**config.mk**
```make
export PLATFORM = sky130hd
export DESIGN_NAME = parking_lot_manager
export DESIGN_NICKNAME = d
export VERILOG_FILES = /design/src/rtl/parking_lot_manager.sv
export SDC_FILE = /design/constraint.sdc
export NUM_CORES = 1
export LEC_CHECK = 0
export ABC_AREA = 0
export CAP_MARGIN = 20
export CELL_PAD_IN_SITES_DETAIL_PLACEMENT = 1
export CELL_PAD_IN_SITES_GLOBAL_PLACEMENT = 1
export CORE_MARGIN = 8
export CORE_UTILIZATION = 35
export CTS_BUF_LIST = sky130_fd_sc_hd__clkbuf_4
export DETAILED_ROUTE_END_ITERATION = 10
export PLACE_DENSITY = 0.74
export SLEW_MARGIN = 10
export SYNTH_ARGS = -nofsm -noshare
export SYNTH_HDL_FRONTEND = slang
export SYNTH_SLANG_ARGS = --single-unit
```
**constraint.sdc**
```tcl
create_clock -name clk -period 6.7 [get_ports clk]
set_input_delay 1.005 -clock clk [delete_from_list [all_inputs] [get_ports clk]]
set_output_delay 1.005 -clock clk [all_outputs]
set_load 0.01 [all_outputs]
```
**src/rtl/parking_lot_manager.sv**
```systemverilog
// parking_lot_manager: debounced slot occupancy counts plus gate FSM.
// Ports: clk, reset (sync, active-high); slot_sensor[SLOTS] raw occupancy;
//   entry_req/exit_req levels in; entry_grant/entry_denied/exit_grant
//   one-cycle pulses; gate_open actuator; parked/empty/pending counts;
//   full when no space remains for another admitted car.
module parking_lot_manager #(
    parameter int SLOTS       = 8,
    parameter int CNT_W       = 4,
    parameter int DEBOUNCE    = 3,
    parameter int GATE_CYCLES = 4
) (
    input  logic             clk,
    input  logic             reset,
    input  logic [SLOTS-1:0] slot_sensor,
    input  logic             entry_req,
    input  logic             exit_req,
    output logic             entry_grant,
    output logic             entry_denied,
    output logic             exit_grant,
    output logic             gate_open,
    output logic [CNT_W-1:0] parked,
    output logic [CNT_W-1:0] empty,
    output logic [CNT_W-1:0] pending,
    output logic             full
);

    localparam int DB_W = $clog2(DEBOUNCE + 1);
    localparam int TM_W = $clog2(GATE_CYCLES + 1);
    localparam logic [CNT_W-1:0] SLOTS_C = CNT_W'(SLOTS);
    localparam logic [CNT_W:0]   SLOTS_W = (CNT_W+1)'(SLOTS);

    typedef enum logic [1:0] {
        IDLE  = 2'd0,
        ENTRY = 2'd1,
        EXIT  = 2'd2
    } state_t;

    state_t            state;
    logic [TM_W-1:0]   timer;
    logic [SLOTS-1:0]  stable_q;
    logic [DB_W-1:0]   db_cnt [SLOTS];
    logic [CNT_W-1:0]  parked_next;
    logic [CNT_W-1:0]  inc;
    logic [CNT_W:0]    used;
    logic [CNT_W-1:0]  avail;
    logic [CNT_W:0]    pend_sum;
    logic [CNT_W:0]    pend_dec;
    logic [CNT_W:0]    pend_new;
    logic              grant_now;

    // Per-bit debounce: a bit is accepted only after DEBOUNCE
    // consecutive samples disagreeing with the accepted value.
    always_ff @(posedge clk) begin
        if (reset) begin
            stable_q <= '0;
            for (int i = 0; i < SLOTS; i++) db_cnt[i] <= '0;
        end else begin
            for (int i = 0; i < SLOTS; i++) begin
                if (slot_sensor[i] == stable_q[i]) begin
                    db_cnt[i] <= '0;
                end else if (db_cnt[i] == DB_W'(DEBOUNCE - 1)) begin
                    stable_q[i] <= slot_sensor[i];
                    db_cnt[i]   <= '0;
                end else begin
                    db_cnt[i] <= db_cnt[i] + 1'b1;
                end
            end
        end
    end

    always_comb begin
        parked_next = '0;
        for (int i = 0; i < SLOTS; i++)
            parked_next = parked_next + CNT_W'(stable_q[i]);
    end

    // Space already promised to admitted cars counts as taken.
    always_comb begin
        used  = {1'b0, parked} + {1'b0, pending};
        avail = (used >= SLOTS_W) ? '0 : CNT_W'(SLOTS_W - used);
    end

    assign full = (avail == '0);

    assign grant_now = (state == IDLE) && !exit_req &&
                       entry_req && !full;

    // Newly parked cars retire pending admissions; departures do not.
    always_comb begin
        inc      = (parked_next > parked) ? parked_next - parked : '0;
        pend_sum = {1'b0, pending} + (CNT_W+1)'(grant_now);
        pend_dec = (pend_sum < {1'b0, inc}) ? pend_sum : {1'b0, inc};
        pend_new = pend_sum - pend_dec;
        if (pend_new > SLOTS_W) pend_new = SLOTS_W;
    end

    always_ff @(posedge clk) begin
        if (reset) begin
            parked  <= '0;
            empty   <= SLOTS_C;
            pending <= '0;
        end else begin
            parked  <= parked_next;
            empty   <= SLOTS_C - parked_next;
            pending <= pend_new[CNT_W-1:0];
        end
    end

    always_ff @(posedge clk) begin
        if (reset) begin
            state        <= IDLE;
            timer        <= '0;
            gate_open    <= 1'b0;
            entry_grant  <= 1'b0;
            entry_denied <= 1'b0;
            exit_grant   <= 1'b0;
        end else begin
            entry_grant  <= 1'b0;
            entry_denied <= 1'b0;
            exit_grant   <= 1'b0;
            unique case (state)
                IDLE: begin
                    if (exit_req) begin
                        exit_grant <= 1'b1;
                        gate_open  <= 1'b1;
                        timer      <= TM_W'(GATE_CYCLES);
                        state      <= EXIT;
                    end else if (entry_req) begin
                        if (!full) begin
                            entry_grant <= 1'b1;
                            gate_open   <= 1'b1;
                            timer       <= TM_W'(GATE_CYCLES);
                            state       <= ENTRY;
                        end else begin
                            entry_denied <= 1'b1;
                        end
                    end
                end
                ENTRY, EXIT: begin
                    timer <= timer - 1'b1;
                    if (timer == TM_W'(1)) begin
                        gate_open <= 1'b0;
                        state     <= IDLE;
                    end
                end
                default: begin
                    state     <= IDLE;
                    gate_open <= 1'b0;
                end
            endcase
        end
    end

endmodule

```
* Word level (Yosys, flattened, before mapping)
Memories as Yosys holds them, arrays and structs flattened.
Cells that the tools add are included.
** Word-level totals
- Memories :: 1
- ROM bits :: 0
- Logic and storage cells :: 258
- Bits in registers :: 29
- RAM bits :: 16
- Bits in latches :: 0
- Input port bits :: 12
** Operators by class
- Bitwise logic cells :: 34
- Multipliers :: 0
- Reductions and logical operators :: 22
- Add/sub/neg operators :: 22
- Equal/unequal tests :: 22
- Shift operators :: 0
- Order comparisons :: 4
- Mux-type cells :: 135
- Div/mod/pow operators :: 0
** Memory list
- db_cnt :: depth 8, bits a word 2, read ports 8, clocked after Yosys merged registers in 0, write ports 8, line 41 : logic [DB_W-1:0] db_cnt [SLOTS];
** Operators by type and width (count)
- 1-bit 2-to-1 mux :: 97
- 2-bit 2-to-1 mux :: 28
- 1-bit OR :: 24
- 2-bit equality test (second input constant) :: 9
- 2-bit by 1-bit adder with 2-bit output (second input constant) :: 8
- 4-bit by 1-bit adder with 4-bit output :: 4
- 2-bit AND reduction :: 8
- 4-bit 2-to-1 mux :: 3
- 1-bit inverter :: 10
- 3-bit 2-to-1 mux :: 3
- 1-bit equality test :: 8
- 4-bit subtractor (first input constant) :: 2
- 3-bit != test (second input constant) :: 2
- 3-bit case mux with 2 select lines :: 1
- 3-bit AND reduction :: 2
- 2-bit OR reduction :: 3
- 4-bit by 1-bit adder with 5-bit output :: 1
- 4-bit by 4-bit adder with 5-bit output :: 1
- 5-bit by 4-bit >= comparator with 1-bit output (second input constant) :: 1
- 5-bit by 4-bit > comparator with 1-bit output (second input constant) :: 1
- 5-bit by 4-bit < comparator with 1-bit output :: 1
- 5-bit 2-to-1 mux :: 1
- 5-bit subtractor :: 1
- 3-bit by 1-bit adder with 4-bit output :: 1
- other kinds (16) :: 19

* Longest topological paths before layout
- Depth in word-level cells :: 14
- Gate-level depth with buffers :: 27
- Depth with buffers taken out :: 27

* Worst setup path after synthesis
No wires, ideal clock.
- Path kind :: register -> register
- Start point :: register stable_q[0]
- End point :: register pending[3]
- Buffers on the path :: 0
- Data required time :: 6585 ps
- Cell stages (with the launch flop) :: 27
- Clock period less this slack :: 5883 ps
- Setup slack :: 817 ps
- Arrival :: 5768 ps
- Path through :: dfxtp_1 inv_1 fa_1 fa_1 fa_1 inv_1 ha_1 inv_1 fa_1 xor2_1 inv_1 ha_1 nor2b_1 o21ai_1 a21oi_1 inv_1 ha_1 a2111oi_0 o211ai_2 mux2_2 ha_1 fa_1 inv_1 a21o_1 a21oi_1 xnor2_1 o21ba_2
** On the way
- Word-level cells in the longest chain between the ends :: 14
- Elaborated cells between the ends (all ways) :: 15
- Those cells by class :: add/sub (9); order compare (3); mux (3)
** RTL lines
- from (decl) :: line 40 : logic [SLOTS-1:0] stable_q;
- from (signal, indexed assignment) :: line 62 : stable_q[i] <= slot_sensor[i];
- 1-bit by 1-bit adder with 2-bit output * :: line 74 : parked_next = parked_next + CNT_W'(stable_q[i]);
- 2-bit by 1-bit adder with 3-bit output * :: line 74
- 3-bit by 1-bit adder with 4-bit output * :: line 74
- 4-bit by 1-bit adder with 4-bit output * (4 in a row) :: line 74
- named net parked_next[2] :: line 42 : logic [CNT_W-1:0] parked_next;
- 4-bit subtractor / 4-bit > comparator (equally long branches) :: line 90 : inc = (parked_next > parked) ? parked_next - parked : '0;
- 4-bit 2-to-1 mux * :: line 90
- 5-bit by 4-bit < comparator with 1-bit output :: line 92 : pend_dec = (pend_sum < {1'b0, inc}) ? pend_sum : {1'b0, inc};
- 5-bit 2-to-1 mux * :: line 92
- 5-bit subtractor * :: line 93 : pend_new = pend_sum - pend_dec;
- 5-bit by 4-bit > comparator with 1-bit output :: line 94 : if (pend_new > SLOTS_W) pend_new = SLOTS_W;
- 4-bit 2-to-1 mux * :: line 94
- to (signal assigned) :: line 105 : pending <= pend_new[CNT_W-1:0];
- to (decl) :: line 23 : output logic [CNT_W-1:0] pending,
Mark *: on every way through the listed nets, which the timed path passes. The rest lies on a longest branch.
A chain may end at the register's enable or synchronous reset.

* Worst setup path in the final report
- Start point :: register stable_q[0]
- End point :: register pending[2]
** On the way
- Word-level cells in the longest chain between the ends :: 14
- Elaborated cells between the ends (all ways) :: 15
- Those cells by class :: add/sub (9); order compare (3); mux (2); reduce/logical (1)
** RTL lines (line)
- 1-bit by 1-bit adder with 2-bit output * :: 74
- 2-bit by 1-bit adder with 3-bit output * :: 74
- 3-bit by 1-bit adder with 4-bit output * :: 74
- 4-bit by 1-bit adder with 4-bit output * (4 in a row) :: 74
- named net parked_next[1] :: 42
- 4-bit subtractor / 4-bit > comparator (equally long branches) :: 90
- 4-bit 2-to-1 mux * :: 90
- 5-bit by 4-bit < comparator with 1-bit output :: 92
- 5-bit 2-to-1 mux * :: 92
- 5-bit subtractor * :: 93
- 5-bit by 4-bit > comparator with 1-bit output :: 94
- 2-bit OR reduction (no line)
Marks and branches as above.

==> results.py <==
metrics = {
    "timing": {
        "final_hold_viol_count": 0,
        "worstMarginPinSlew_ns": 0.670,
        "grt_setup_unrepaired": "false",
        "layout_min_cycle_time_ns": 6.13,
        "clock_skew_ns": 0.0148,
        "slew_headroom_pct": 54.8,
        "hold_ws_ns": 0.531,
        "fmax_ghz": 0.163,
        "slew_violations": 0,
        "setup_viol": 0,
        "timing.final.crit_share_pct": 91.5,
        "tns_ns": 0,
    },
    "placed_design": {
        "port_buffers": 28,
        "gp_congestion": 0.790,
        "hpwl_um": 4370,
    },
    "route": {
        "vias_per_cell": 4.68,
        "detail_route.first_pass.iterations": 4,
        "routedWlPerCell_um": 12.6,
        "wl_um": 5400,
        "drtIter0Drc": 26,
        "vias": 2004,
        "drc_errors": 0,
        "ant_nets": 0,
    },
    "global_route": {
        "track_usage_pct": 10.4,
        "grt_max_degree": 37,
        "grt_pass1_wl_um": 9510,
        "grt-ovfl-total": 0,
        "first_global_vias": 2085,
        "antenna_found_initial": 0,
    },
    "setup_path": {
        "arrival_ns": 6.39,
        "cp_max_fo": 5,
        "crit_path_start_kind": "flip-flop",
        "crit_required_ns": 6.96,
        "endpoint_kind": "flip-flop",
        "worstSetupPathType": "flip-flop to flip-flop",
    },
    "clock_network": {
        "postCtsHoldBufs": 0,
        "cts_tree": "yes",
        "clk_path_buf_depth": 2,
        "clkLatencyLatePin_ns": 0.35,
        "cts_buffers": 5,
        "cts.reportedPaths.clkPinSlew_ns": 0.14,
        "htreeDepth": 2,
        "cts_sinks": 44,
        "ctsRootBufferMaster": "clkbuf_4",
    },
    "floorplan": {
        "num_io_pins": 29,
        "fp.dieW_um": 104,
        "start_util_pct": 35.7,
        "row_count": 32,
        "coreArea_sq_um": 7650,
        "chipHeight_um": 104,
        "design.die.area_sq_um": 10900,
    },
    "finish": {
        "final_layout_size_suffix_gt1_share_pct": 6.13,
        "n_fill_cell": 918,
        "area_growth_pct": 19.0,
        "n_antenna_cell": 0,
        "finalNetCount": 377,
    },
    "yosys": {
        "ys_types": 44,
        "avgSynthCellArea_sq_um": 9.83,
        "ys_ff_latch": 44,
        "seq_area_frac_synth_pct": 38.1,
        "synth-edff-count": 16,
        "synth_area_sq_um": 2730,
        "netlist_instances": 278,
        "async_reset_ff_share_pct": 0,
        "synth_ff_type": "dfxtp_1",
        "ys_warn_count": 0,
    },
    "job": {
        "max_cap_violations": 0,
    },
    "worst_hold_path": {
        "hp-class": "flip-flop to flip-flop",
    },
    "pwr": {
        "power_frac_comb_pct": 54.5,
        "p_leak_nw": 1.39,
        "p_per_area_nw_per_um2": 325,
        "swShare_pct": 39.1,
        "p_total_mw": 1.06,
        "power_frac_seq_pct": 32.8,
        "p_sw_mw": 0.413,
        "clock_power_share_pct": 12.7,
        "ir_drop_mv": 0.228,
        "p_int_mw": 0.644,
    },
    "outcome": {
        "status": "finished, final reports clean",
    },
}
## state kept, by name (all words and copies together), names as in the netlist
| signal | flops |
|---|---|
| db_cnt | 16 |
| empty | 3 |
| entry_denied | 1 |
| entry_grant | 1 |
| exit_grant | 1 |
| gate_open | 1 |
| parked | 4 |
| pending | 4 |
| stable_q | 8 |
| state | 2 |
| timer | 3 |
## final timing paths
check | slack, ns | to | cells past startpoint | start
worst min-delay path | 0.53 | state[0]$_SDFFE_PP0P_ | 2 | state[0]$_SDFFE_PP0P_
worst max register to register | 0.57 | pending[2]$_SDFF_PP0_ | 25 | stable_q[0]$_SDFFE_PP0P_
worst min register to register | 0.53 | state[0]$_SDFFE_PP0P_ | 2 | state[0]$_SDFFE_PP0P_
worst max-delay path | 0.57 | pending[2]$_SDFF_PP0_ | 25 | stable_q[0]$_SDFFE_PP0P_
## logic make-up after synthesis
logic type               Yosys count  synth area share [%]
other                              1                 0.137
AO/OA/AOI/OAI                     35                  9.43
flip-flops                        44                  38.1
buffers and inverters             52                  7.55
AND/OR/NAND/NOR                   74                  13.4
XOR/XNOR                          17                  5.45
multiplexers                      15                  5.77
adder cells (fa/ha/maj)           40                  20.2
## layer usage
layer,GRT usage (%),vias up,share of wire (%)
li1,-,1017,-
met1,11.9,964,46
met4,4.03,0,1.5
met3,2.23,7,2.5
met5,0,-,0
met2,18.5,16,50
## final cells by class
class                           count  area (sq um)  area share, %
Clock buffer                        7          52.6           1.61
Sequential cell                    44          1040           32.0
Tap cell                          102           128           3.92
Multi-Input combinational cell    197          1560           47.8
Clock inverter                      1          5.00          0.154
Inverter                           47           176           5.42
Timing Repair Buffer               30           295           9.07
## placed cells by master (no fill, tap or decap), types with 5 or more instances in the layout
cell type and instances:
ha_1 33, xnor2_1 13, edfxtp_1 16, nor2_1 35, fa_1 7, nand3_1 5, a21oi_1 8, nand2_1 5
or3_1 9, conb_1 16, o21ai_0 6, dfxtp_1 28, clkbuf_4 7, mux2i_1 12, inv_1 47, clkdlybuf4s50_1 28
## cell usage after synthesis, drive strengths merged, types with 3 or more instances
cell type   n  area share [%]
a211oi      3            0.82
a21o        4             1.1
a21oi       8             1.5
clkbuf      3            0.41
dfxtp      28              21
edfxtp     16              18
fa          7             5.1
ha         33              15
inv        47             6.5
mux2        3             1.4
mux2i      12             4.4
nand2       5            0.69
nand2b      3            0.69
nand3       5            0.92
nor2       35             4.8
nor2b       4            0.92
nor3        4            0.73
nor4        3            0.69
o21ai       7             1.3
or3         9             2.1
xnor2      13             4.2
xor2        4             1.3
## stage by stage
stage | worst slack (ns) | cell area, sq um | cells | utilization [%]
detailed placement | 0.262 | 3180 | 419 | 41.5
finish | 0.570 | 3250 | 428 | 42.6
global placement | 0.405 | 3180 | 419 | 41.5
CTS | 0.191 | 3230 | 427 | 42.3
floorplan | 0.817 | 2790 | 293 | -
global route | 0.0936 | 3250 | 428 | 42.6
## power by group through the flow
stage | Clock, mW | Sequential (mW) | Combinational, mW
final | 0.134 | 0.347 | 0.576
after global routing | 0.152 | 0.353 | 0.654
after CTS | 0.143 | 0.348 | 0.568
after detailed placement | 0 | 0.354 | 0.566
after global placement | 0 | 0.352 | 0.549
after floorplan | 0 | 0.355 | 0.420
## worst max-delay path, cell delays in order (launching register included)
cell and delay, ns:
dfxtp_1 0.39, inv_1 0.07, fa_1 0.55, fa_1 0.42, fa_1 0.43, inv_1 0.07
ha_1 0.15, inv_1 0.05, fa_1 0.62, inv_1 0.07, ha_1 0.32, nor2b_1 0.14
o21ai_0 0.20, and4_1 0.22, o21ai_0 0.11, ha_1 0.31, o211ai_1 0.10, o211ai_2 0.18
mux2_2 0.36, ha_1 0.21, fa_1 0.40, inv_1 0.07, a21o_1 0.10, a21oi_1 0.07
xnor2_1 0.17, nor4_1 0.25
## what timing repair did
item | in CTS | in global routing
setup buffers | 0 | 1
endpoints found under the setup margin | 0 | 4
gates resized for setup | 0 | 3
No activity file was read; power rests on OpenSTA's default activity.
